<file path="src/rtl/oled_spi_tx.sv">
// SPI mode-3 byte transmitter for the SSD1331 OLED link: MSB first, per-byte data/command flag,
// zero-gap bursts while the upstream keeps bytes coming, cs released on the byte flagged last.
module oled_spi_tx #(
    parameter int CLK_DIV  = 2,
    parameter int CS_SETUP = 1,
    parameter int CS_HOLD  = 1,
    parameter int CS_GAP   = 2
) (
    input  logic       clk,
    input  logic       reset,
    input  logic       in_valid,
    output logic       in_ready,
    input  logic [7:0] in_data,
    input  logic       in_dc,
    input  logic       in_last,
    output logic       sclk,
    output logic       sdata,
    output logic       cs,
    output logic       d_cn,
    output logic       busy,
    output logic       frame_done
);

    localparam int DIV_W = $clog2(CLK_DIV) + 1;
    localparam int TMAX  = (CS_SETUP > CS_HOLD) ? ((CS_SETUP > CS_GAP) ? CS_SETUP : CS_GAP)
                                                : ((CS_HOLD > CS_GAP) ? CS_HOLD : CS_GAP);
    localparam int TMR_W = $clog2(TMAX) + 1;

    localparam logic [DIV_W-1:0] DIV_LAST   = DIV_W'(CLK_DIV - 1);
    localparam logic [TMR_W-1:0] SETUP_LAST = TMR_W'(CS_SETUP - 1);
    localparam logic [TMR_W-1:0] HOLD_LAST  = TMR_W'(CS_HOLD - 1);
    localparam logic [TMR_W-1:0] GAP_LAST   = TMR_W'(CS_GAP - 1);

    typedef enum logic [2:0] {IDLE, SETUP, SHIFT, WAIT, HOLD, GAP} state_t;

    state_t             state_q, state_n;
    logic [DIV_W-1:0]   div_q, div_n;
    logic               phase_q, phase_n;
    logic [2:0]         bit_q, bit_n;
    logic [TMR_W-1:0]   tmr_q, tmr_n;
    logic [7:0]         shreg_q, shreg_n;
    logic               dc_q, dc_n;
    logic               last_q, last_n;
    logic               load;
    logic               byte_end;
    logic               hs;
    logic               cs_n, sclk_n, sdata_n, d_cn_n, busy_n, frame_done_n;

    // The last cycle of bit0's high phase is the only point a following byte can chain in
    assign byte_end = (state_q == SHIFT) && (div_q == DIV_LAST) && phase_q && (bit_q == 3'd0);
    assign in_ready = !reset && ((state_q == IDLE) || (state_q == WAIT) || (byte_end && !last_q));
    assign hs       = in_valid && in_ready;

    always_ff @(posedge clk) begin
        if (reset) begin
            state_q    <= IDLE;
            cs         <= 1'b1;
            sclk       <= 1'b1;
            sdata      <= 1'b0;
            d_cn       <= 1'b0;
            busy       <= 1'b0;
            frame_done <= 1'b0;
        end else begin
            state_q    <= state_n;
            cs         <= cs_n;
            sclk       <= sclk_n;
            sdata      <= sdata_n;
            d_cn       <= d_cn_n;
            busy       <= busy_n;
            frame_done <= frame_done_n;
        end
        div_q   <= div_n;
        phase_q <= phase_n;
        bit_q   <= bit_n;
        tmr_q   <= tmr_n;
        shreg_q <= shreg_n;
        dc_q    <= dc_n;
        last_q  <= last_n;
    end

    always_comb begin
        state_n = state_q;
        div_n   = div_q;
        phase_n = phase_q;
        bit_n   = bit_q;
        tmr_n   = tmr_q;
        shreg_n = shreg_q;
        dc_n    = dc_q;
        last_n  = last_q;
        load    = 1'b0;
        case (state_q)
            IDLE: begin
                if (hs) begin
                    state_n = SETUP;
                    tmr_n   = '0;
                    load    = 1'b1;
                end
            end
            SETUP: begin
                if (tmr_q == SETUP_LAST) begin
                    state_n = SHIFT;
                    div_n   = '0;
                    phase_n = 1'b0;
                    bit_n   = 3'd7;
                end else begin
                    tmr_n = tmr_q + TMR_W'(1);
                end
            end
            SHIFT: begin
                if (div_q != DIV_LAST) begin
                    div_n = div_q + DIV_W'(1);
                end else begin
                    div_n = '0;
                    if (!phase_q) begin
                        phase_n = 1'b1;
                    end else if (bit_q != 3'd0) begin
                        phase_n = 1'b0;
                        bit_n   = bit_q - 3'd1;
                        shreg_n = {shreg_q[6:0], 1'b0};
                    end else if (last_q) begin
                        state_n = HOLD;
                        tmr_n   = '0;
                    end else if (hs) begin
                        load    = 1'b1;
                        phase_n = 1'b0;
                        bit_n   = 3'd7;
                    end else begin
                        state_n = WAIT;
                    end
                end
            end
            WAIT: begin
                if (hs) begin
                    state_n = SHIFT;
                    load    = 1'b1;
                    div_n   = '0;
                    phase_n = 1'b0;
                    bit_n   = 3'd7;
                end
            end
            HOLD: begin
                if (tmr_q == HOLD_LAST) begin
                    state_n = GAP;
                    tmr_n   = '0;
                end else begin
                    tmr_n = tmr_q + TMR_W'(1);
                end
            end
            GAP: begin
                if (tmr_q == GAP_LAST) state_n = IDLE;
                else                   tmr_n   = tmr_q + TMR_W'(1);
            end
            default: state_n = IDLE;
        endcase
        if (load) begin
            shreg_n = in_data;
            dc_n    = in_dc;
            last_n  = in_last;
        end
    end

    // Pins are registered from the next state so they line up with the state they describe
    always_comb begin
        cs_n         = !((state_n == SETUP) || (state_n == SHIFT) ||
                         (state_n == WAIT)  || (state_n == HOLD));
        sclk_n       = !((state_n == SHIFT) && !phase_n);
        sdata_n      = (state_n == SHIFT) ? shreg_n[7] : sdata;
        d_cn_n       = ((state_n == SETUP) || (state_n == SHIFT)) ? dc_n : d_cn;
        busy_n       = (state_n != IDLE);
        frame_done_n = (state_q == HOLD) && (state_n == GAP);
    end

endmodule

</file>
<file path="config.mk">
export PLATFORM = sky130hd
export DESIGN_NAME = oled_spi_tx
export DESIGN_NICKNAME = d
export VERILOG_FILES = /design/src/rtl/oled_spi_tx.sv
export SDC_FILE = /design/constraint.sdc
export NUM_CORES = 1
export LEC_CHECK = 0
export ABC_AREA = 1
export CAP_MARGIN = 30
export CELL_PAD_IN_SITES_DETAIL_PLACEMENT = 1
export CELL_PAD_IN_SITES_GLOBAL_PLACEMENT = 2
export CORE_ASPECT_RATIO = 2
export CORE_MARGIN = 4
export CORE_UTILIZATION = 34
export CTS_CLUSTER_DIAMETER = 120
export DETAILED_ROUTE_END_ITERATION = 6
export GPL_TIMING_DRIVEN = 0
export MAX_ROUTING_LAYER = met4
export PLACE_DENSITY = 0.85
export SYNTH_ARGS = -nofsm -noshare
export SYNTH_HDL_FRONTEND = slang
export SYNTH_SLANG_ARGS = --single-unit
</file>
<file path="constraint.sdc">
create_clock -name clk -period 5.7 [get_ports clk]
set_input_delay 0.855 -clock clk [delete_from_list [all_inputs] [get_ports clk]]
set_output_delay 0.855 -clock clk [all_outputs]
set_load 0.1 [all_outputs]
</file>
==> summary.md, run 1 <==
| Metric | Value |
|---|---|
| Outcome | completed |
| Clock Power Share | 0.226 |
| Post-CTS Hold Buffers | 0 |
| Remaining Overflow, GRT | 0 |
| Commonest non-fill, non-tap cell in the layout | nand2_1 |
| Starting Density | 0.351 |
| Max capacitance violation total | 0 |
| Vert. Die Dim | 100 um |
| Post-synthesis instance area | 1450 um2 |
| Post-CTS resize count | 0 |
| CTS Sinks | 27 |
| First-pass GRT wire length | 5590 um |
| CTS Buffer Depth | 2 |
| Row count | 33 |
| Part of the cycle the worst path needs | 0.658 |
| Ys Warns | 0 |
| Detail Route Antenna Nets | 0 |
| Clk pin slew, worst setup/hold paths | ~0.1 ns |
| Worst-skew pair later-pin latency | 0.27 ns |
| Layout area overhead | 20.9% |
| Layout cells sized above 1 | 0.102 |
| Comb power frac | 0.289 |
| Synth Area per Inst | 8.32 um2 |
| Via density | 4.90 |
| Count of cell types in the netlist | 31 |
| Initial DRC Count | 17 |
| Combinational family with the most area after synthesis | simple AND/OR/NAND/NOR gates |
| Worst setup SP type | input port |
| Final Worst Setup Slack | a little under 2 ns |
| CTS tree | yes |
| GRT Overall Usage | 0.143 |
| Clock buffer count from CTS | 3 |
| First-pass DRT Iterations | 4 |
| DIE AREA | 5430 um2 |
| Post-synth net total | 193 |
| Most frequent cells in the layout | nand2_1 (35), inv_1 (29), nor2_1 (24) |
| # diodes | 0 |
| Hold Crit Class | flop to flop |
| VDD IR max | 0.155 mV |
| Seq/Total Area, Yosys | 0.477 |
| Pwr Density | about 280 nW/um2 |
| Fill count | 521 |
| Cells after Synth | 174 |
| Critical Setup Path Class | input port to output pin |
| Highest Clock Rate | ~0.27 GHz |
| DR WL/cell | around 13 um |
| Fin crit period | 3.75 ns |
| Clk root buf | clkbuf_8 |
| Routability cong. | 0.822 |
| Post-synthesis xor/xnor area fraction | 0.00605 |
| Top cell type by total area after synthesis | edfxtp_1 |
| Compound-cell area share of the yosys netlist | 0.101 |
| Critical Path Fanout Max | 5 |
| Synth Area in Adders | 0.0519 |
| Sw Pwr | 0.173 mW |
| Register Area | 691 um2 |
| Top cell type's share of synthesized area | 0.311 |
| Count of final setup violators | 0 |
| Total power | 0.495 mW |
| Remaining DRCs | 0 |
| Final #Nets | 217 |
| Dpl ws | 1.93 ns |
| Die width | 54.1 um |
| Setup TNS | 0 ns |
| Leakage Power | slightly below 0.8 nW |
| Worst slew margin | 0.354 |
| Switching Share | 0.349 |
| Top area cells in the synthesized netlist | edfxtp_1 (31%), dfxtp_1 (17%), nand2_1 (9.1%) |
| Pint | 0.322 mW |
| DP HPWL | roughly 2800 um |
| I/O pin count | 20 |
| Post-CTS setup repair buffer count | 0 |
| Post-synthesis mux area share | 0 |
| Skew final | between 0.006 and 0.007 ns |
| Post-Synth Simple-Gate Area | 0.268 |
| Port bufs | 19 |
| Total wire length | 3310 um |
| Final hold violations | 0 |
| Initial antenna violation count | 0 |
| Largest net degree at the start of global routing | 17 |
| Count of pins over their slew limit | 0 |
| FF+latch count, synth | 27 |
| Number of global-route vias before repair | between 1k and 1.5k |
| H-tree Lvls | 1 |
| Worst setup EP type | output pin |
| Sequential Power Share | 0.485 |
| Area of the multi-input gates | 618 um2 |
| Placed cells | 245 |
| CP Data Required Time | 4.85 ns |
| RSZ-0062 raised after global routing | no |
| Tightest Pin Transition | 0.966 ns |
| Core area | slightly above 4000 um2 |
| Arr. time, crit path | 2.90 ns |
| Post-Layout Cell Count | ~250 |
| DR vias | 1,221 |
registers in the layout (all words and copies together), names as in the netlist:
| name | cells |
|---|---|
| tmr_q | 2 |
| bit_q | 3 |
| cs | 1 |
| busy | 1 |
| sdata | 1 |
| shreg_q | 8 |
| dc_q | 1 |
| frame_done | 1 |
| sclk | 1 |
| div_q | 2 |
| last_q | 1 |
| d_cn | 1 |
| phase_q | 1 |
| state_q | 3 |
worst max-delay path, cell delays in order:
cell	delay [ns]
clkdlybuf4s50_1	0.55
nor3_4	0.25
nand2_1	0.07
inv_1	0.05
clkdlybuf4s50_1	1.12
power by group through the flow:
stage / combinational [mW] / clock (mW) / sequential [mW]
6_report: 0.143 / 0.112 / 0.240
5_1_grt: 0.158 / 0.127 / 0.242
4_1_cts: 0.145 / 0.118 / 0.240
3_5_place_dp: 0.144 / 0 / 0.245
3_3_place_gp: 0.141 / 0 / 0.244
2_1_floorplan: 0.0688 / 0 / 0.279
final cells by class:
| type | instances | share of cell area |
|---|---|---|
| clock buffer | 3 | 0.0236 |
| buffer | 2 | 0.0107 |
| tap | 52 | 0.0372 |
| sequential | 27 | 0.395 |
| inverter | 32 | 0.0686 |
| multi-input combinational | 113 | 0.353 |
| timing repair buffer | 19 | 0.109 |
| clock inverter | 1 | 0.00357 |
path summary, 6_finish.rpt:
kind | startpoint | end | slack, ns | cells after the start
hold / removal | dc_q | dc_q | 0.47 | 2
setup reg to reg | bit_q[0] | tmr_q[1] | 3.42 | 11
hold reg to reg | dc_q | dc_q | 0.47 | 2
setup / recovery | reset | in_ready | 1.95 | 5
through the flow:
step,hold slack (ns),utilization,cell area (um2)
global route,0.543,0.424,1750
finish,0.473,0.424,1750
global placement,0.455,0.412,1700
floorplan,0.423,-,1450
CTS,0.479,0.424,1750
detailed placement,0.454,0.412,1700
routing by layer:
metal | track usage | up-vias | part of all wire
li1 | - | 608 | -
met1 | 0.141 | 584 | 0.36
met2 | 0.262 | 21 | 0.59
met3 | 0.0193 | 8 | 0.029
met4 | 0.0576 | 0 | 0.027
met5 | - | - | 0
Yosys cell counts, drive strengths merged:
library cell / n
a211oi: 1
a21oi: 2
a31oi: 1
a32o: 1
buf: 2
dfxtp: 12
edfxtp: 15
ha: 6
inv: 32
nand2: 37
nand3: 8
nand4: 1
nor2: 28
nor3: 4
nor4: 2
o2111ai: 1
o211ai: 1
o21ai: 15
o22ai: 2
o311ai: 1
or2: 1
xor2: 1
cell families after synthesis:
family | Yosys count
buffers and inverters | 34
AND/OR/NAND/NOR | 81
flip-flops | 27
adder cells (fa/ha/maj) | 6
AO/OA/AOI/OAI | 25
XOR/XNOR | 1
Power figures use the tool's default switching activity.
==> run 2: changes to the inputs <==
CORE_UTILIZATION = 29   (was 34)
PLACE_DENSITY = 0.78   (was 0.85)
clock period = 3.14 ns   (was 5.7 ns; I/O delays follow)
==> run 2 against run 1 <==
Effect of this change: combinational power up 83%; global-route usage down 1.4 points; critical endpoint unchanged; clock power up 78%; non-clock buffer count unchanged; final area grew 0.36%; hold slack got worse by 0.0096 ns; largest power group unchanged; register-to-register slack worse by 2.6 ns; critical path type is now flop to output pin; via count fell by 2.5%; cell count rose by 2.0%; wire length grew 4.5%.
==> summary.md, run 2 (synthesized netlist as in run 1, its figures left out) <==
| Metric | Value |
|---|---|
| Critical Path Max Stage Delay | 0.73 ns (was 1.12 ns) |
| Routability cong. | 0.809 (was 0.822) |
| Row count | 36 (was 33) |
| Tightest Pin Transition | 0.974 ns (was 0.966 ns) |
| Slowest-stage cell, CP | dlymetal6s2s_1 (was clkdlybuf4s50_1) |
| DP HPWL | 2900 um (was 2750 um) |
| DR vias | 1,191 (was 1,221) |
| DR WL/cell | 13.6 um (was 13.3 um) |
| Clk pin slew, worst setup/hold paths | 0.09 ns (was 0.10 ns) |
| Skew final | 0.00432 ns (was 0.00625 ns) |
| Final hold violations | 0 (unchanged) |
| Pwr Density | 510 nW/um2 (was 283 nW/um2) |
| Most frequent cells in the layout | nand2_1 (35), inv_1 (29), nor2_1 (24) (unchanged) |
| Levels on crit path | 9 (was 5) |
| Vert. Die Dim | 108 um (was 100 um) |
| Critical Setup Path Class | flop to output pin (was input port to output pin) |
| CTS tree | yes (unchanged) |
| Worst slew margin | 0.348 (was 0.354) |
| H-tree Lvls | 1 (unchanged) |
| VDD IR max | 0.329 mV (was 0.155 mV) |
| Hold WS | 0.464 ns (was 0.473 ns) |
| Worst setup EP type | output pin (unchanged) |
| Total wire length | 3460 um (was 3310 um) |
| Count of pins over their slew limit | 0 (unchanged) |
| Dpl ws | 0.139 ns (was 1.93 ns) |
| DIE AREA | 6260 um2 (was 5430 um2) |
| Area of the multi-input gates | 618 um2 (unchanged) |
| Fin crit period | between 2 and 3 ns |
| Worst-skew pair later-pin latency | 0.27 ns (about the same) |
| Hold path depth | 2 (unchanged) |
| Number of global-route vias before repair | 1,299 (was 1,284) |
| Largest net degree at the start of global routing | 15 (was 17) |
| Commonest non-fill, non-tap cell in the layout | nand2_1 (unchanged) |
| Worst setup SP type | flop (was input port) |
| Detail Route Antenna Nets | 0 (unchanged) |
| Initial DRC Count | 14 (was 17) |
| Final Worst Setup Slack | 0.449 ns (was 1.95 ns) |
| Via density | 4.69 (was 4.90) |
| CP Buf/Inv Count | 4 (was 3) |
| CTS Buffer Depth | 2 (unchanged) |
| I/O pin count | 20 (unchanged) |
| Final #Nets | 217 (unchanged) |
| Die width | 58.0 um (was 54.1 um) |
| Setup TNS | 0 ns (unchanged) |
| Critical Path Fanout Max | 6 (was 5) |
| Count of final setup violators | 0 (unchanged) |
| Remaining Overflow, GRT | 0 (unchanged) |
| Most flops, register | shreg_q (unchanged) |
| RSZ-0062 raised after global routing | no (unchanged) |
| Layout cells sized above 1 | 0.0964 (was 0.102) |
| Post-CTS Hold Buffers | 0 (unchanged) |
| Leakage Power | 0.787 nW (was 0.780 nW) |
| First-pass DRT Iterations | 4 (unchanged) |
| # diodes | 0 (unchanged) |
| Register Area | 691 um2 (unchanged) |
| Largest register FFs | 8 (unchanged) |
| Worst Reg-to-Reg Cells | 11 (unchanged) |
| Arr. time, crit path | 2.22 ns (was 2.90 ns) |
| Starting Density | 0.298 (was 0.351) |
| CP Data Required Time | 2.67 ns (was 4.85 ns) |
| Clk root buf | clkbuf_8 (unchanged) |
| Max capacitance violation total | 0 (unchanged) |
| Hold Crit Class | flop to flop (unchanged) |
| Crit path max-delay family | buffers and inverters (unchanged) |
| GRT Overall Usage | 0.128 (was 0.143) |
| Hold path start | dc_q (unchanged) |
| Reg-to-reg critical path startpoint | div_q[1] (was bit_q[0]) |
| Regs by FF count | shreg_q x8, bit_q x3, state_q x3 (unchanged) |
| Fill count | 605 (was 521) |
| First-pass GRT wire length | 6010 um (was 5590 um) |
| Initial antenna violation count | 0 (unchanged) |
| Crit path cell chain | inv_1, ha_1, nand2_1, inv_1, nand3_1, nand2_1, nand2_1, inv_1, dlymetal6s2s_1 (was clkdlybuf4s50_1, nor3_4, nand2_1, inv_1, clkdlybuf4s50_1) |
| Core area | 4860 um2 (was 4130 um2) |
| Outcome | completed (unchanged) |
| Part of the cycle the worst path needs | 0.857 |
| CP startpoint | div_q[1] (was reset) |
| Clock buffer count from CTS | 3 (unchanged) |
| Remaining DRCs | 0 (unchanged) |
| CTS Sinks | 27 (unchanged) |
| Layout area overhead | 21.3% (was 20.9%) |
| Highest Clock Rate | between 0.3 and 0.4 GHz |
| Port bufs | 19 (unchanged) |
[run 2: cell count changes in the layout (fill, tap and decap cells not counted)]
cell	delta
inv_4	-1
dlymetal6s2s_1	+1
clkdlybuf4s50_1	-1
clkbuf_1	+1
[run 2: tightest hold or removal path: cells and delay by family (launching register included)]
kind,cells,cell delay (ns)
DFF,1,0.32
and+or+nand+nor,2,0.12
[run 2: power breakdown]
group          total, mW  switching (mW)  leakage [nW]  internal (mW)
Combinational      0.262           0.183         0.530         0.0786
Sequential         0.435          0.0188         0.234          0.416
Clock              0.199           0.108        0.0228         0.0909
[run 2: final timing paths]
| kind | slack, ns | endpoint |
|---|---|---|
| max reg2reg | 0.83 | tmr_q[1] |
| min reg2reg | 0.46 | dc_q |
| min | 0.46 | dc_q |
| max | 0.45 | in_ready |
[run 2: repair_timing]
item                                    4_1_cts  5_1_grt
endpoints found under the setup margin        0        1
buffers inserted                              0        0
resized for setup                             0        1
[run 2: layer usage]
metal,share of wire,global-route usage,vias up
li1,-,-,610
met1,0.36,0.119,557
met2,0.60,0.251,20
met3,0.029,0.0168,4
met4,0.014,0.0514,0
met5,0,-,-
[run 2: cell type report]
| class | count | area share |
|---|---|---|
| Clock buffer | 4 | 0.0256 |
| Tap cell | 57 | 0.0406 |
| Sequential cell | 27 | 0.393 |
| Multi-Input combinational cell | 113 | 0.352 |
| Inverter | 32 | 0.0684 |
| Timing Repair Buffer | 19 | 0.110 |
| Buffer | 2 | 0.0107 |
[run 2: per-stage QoR]
stage,total power [mW],std cells,utilization,instance area (um2)
6_report,0.896,254,0.361,1760
4_1_cts,0.913,254,0.361,1750
2_1_floorplan,0.632,174,-,1450
3_5_place_dp,0.709,250,0.351,1710
3_3_place_gp,0.701,250,0.351,1710
5_1_grt,0.955,254,0.361,1760
==> run 3: changes to the inputs <==
SKIP_CTS_REPAIR_TIMING = 1   (was unset)
==> results of run 3 <==
No change in the layout: final DEF, timing and power equal those of run 2.
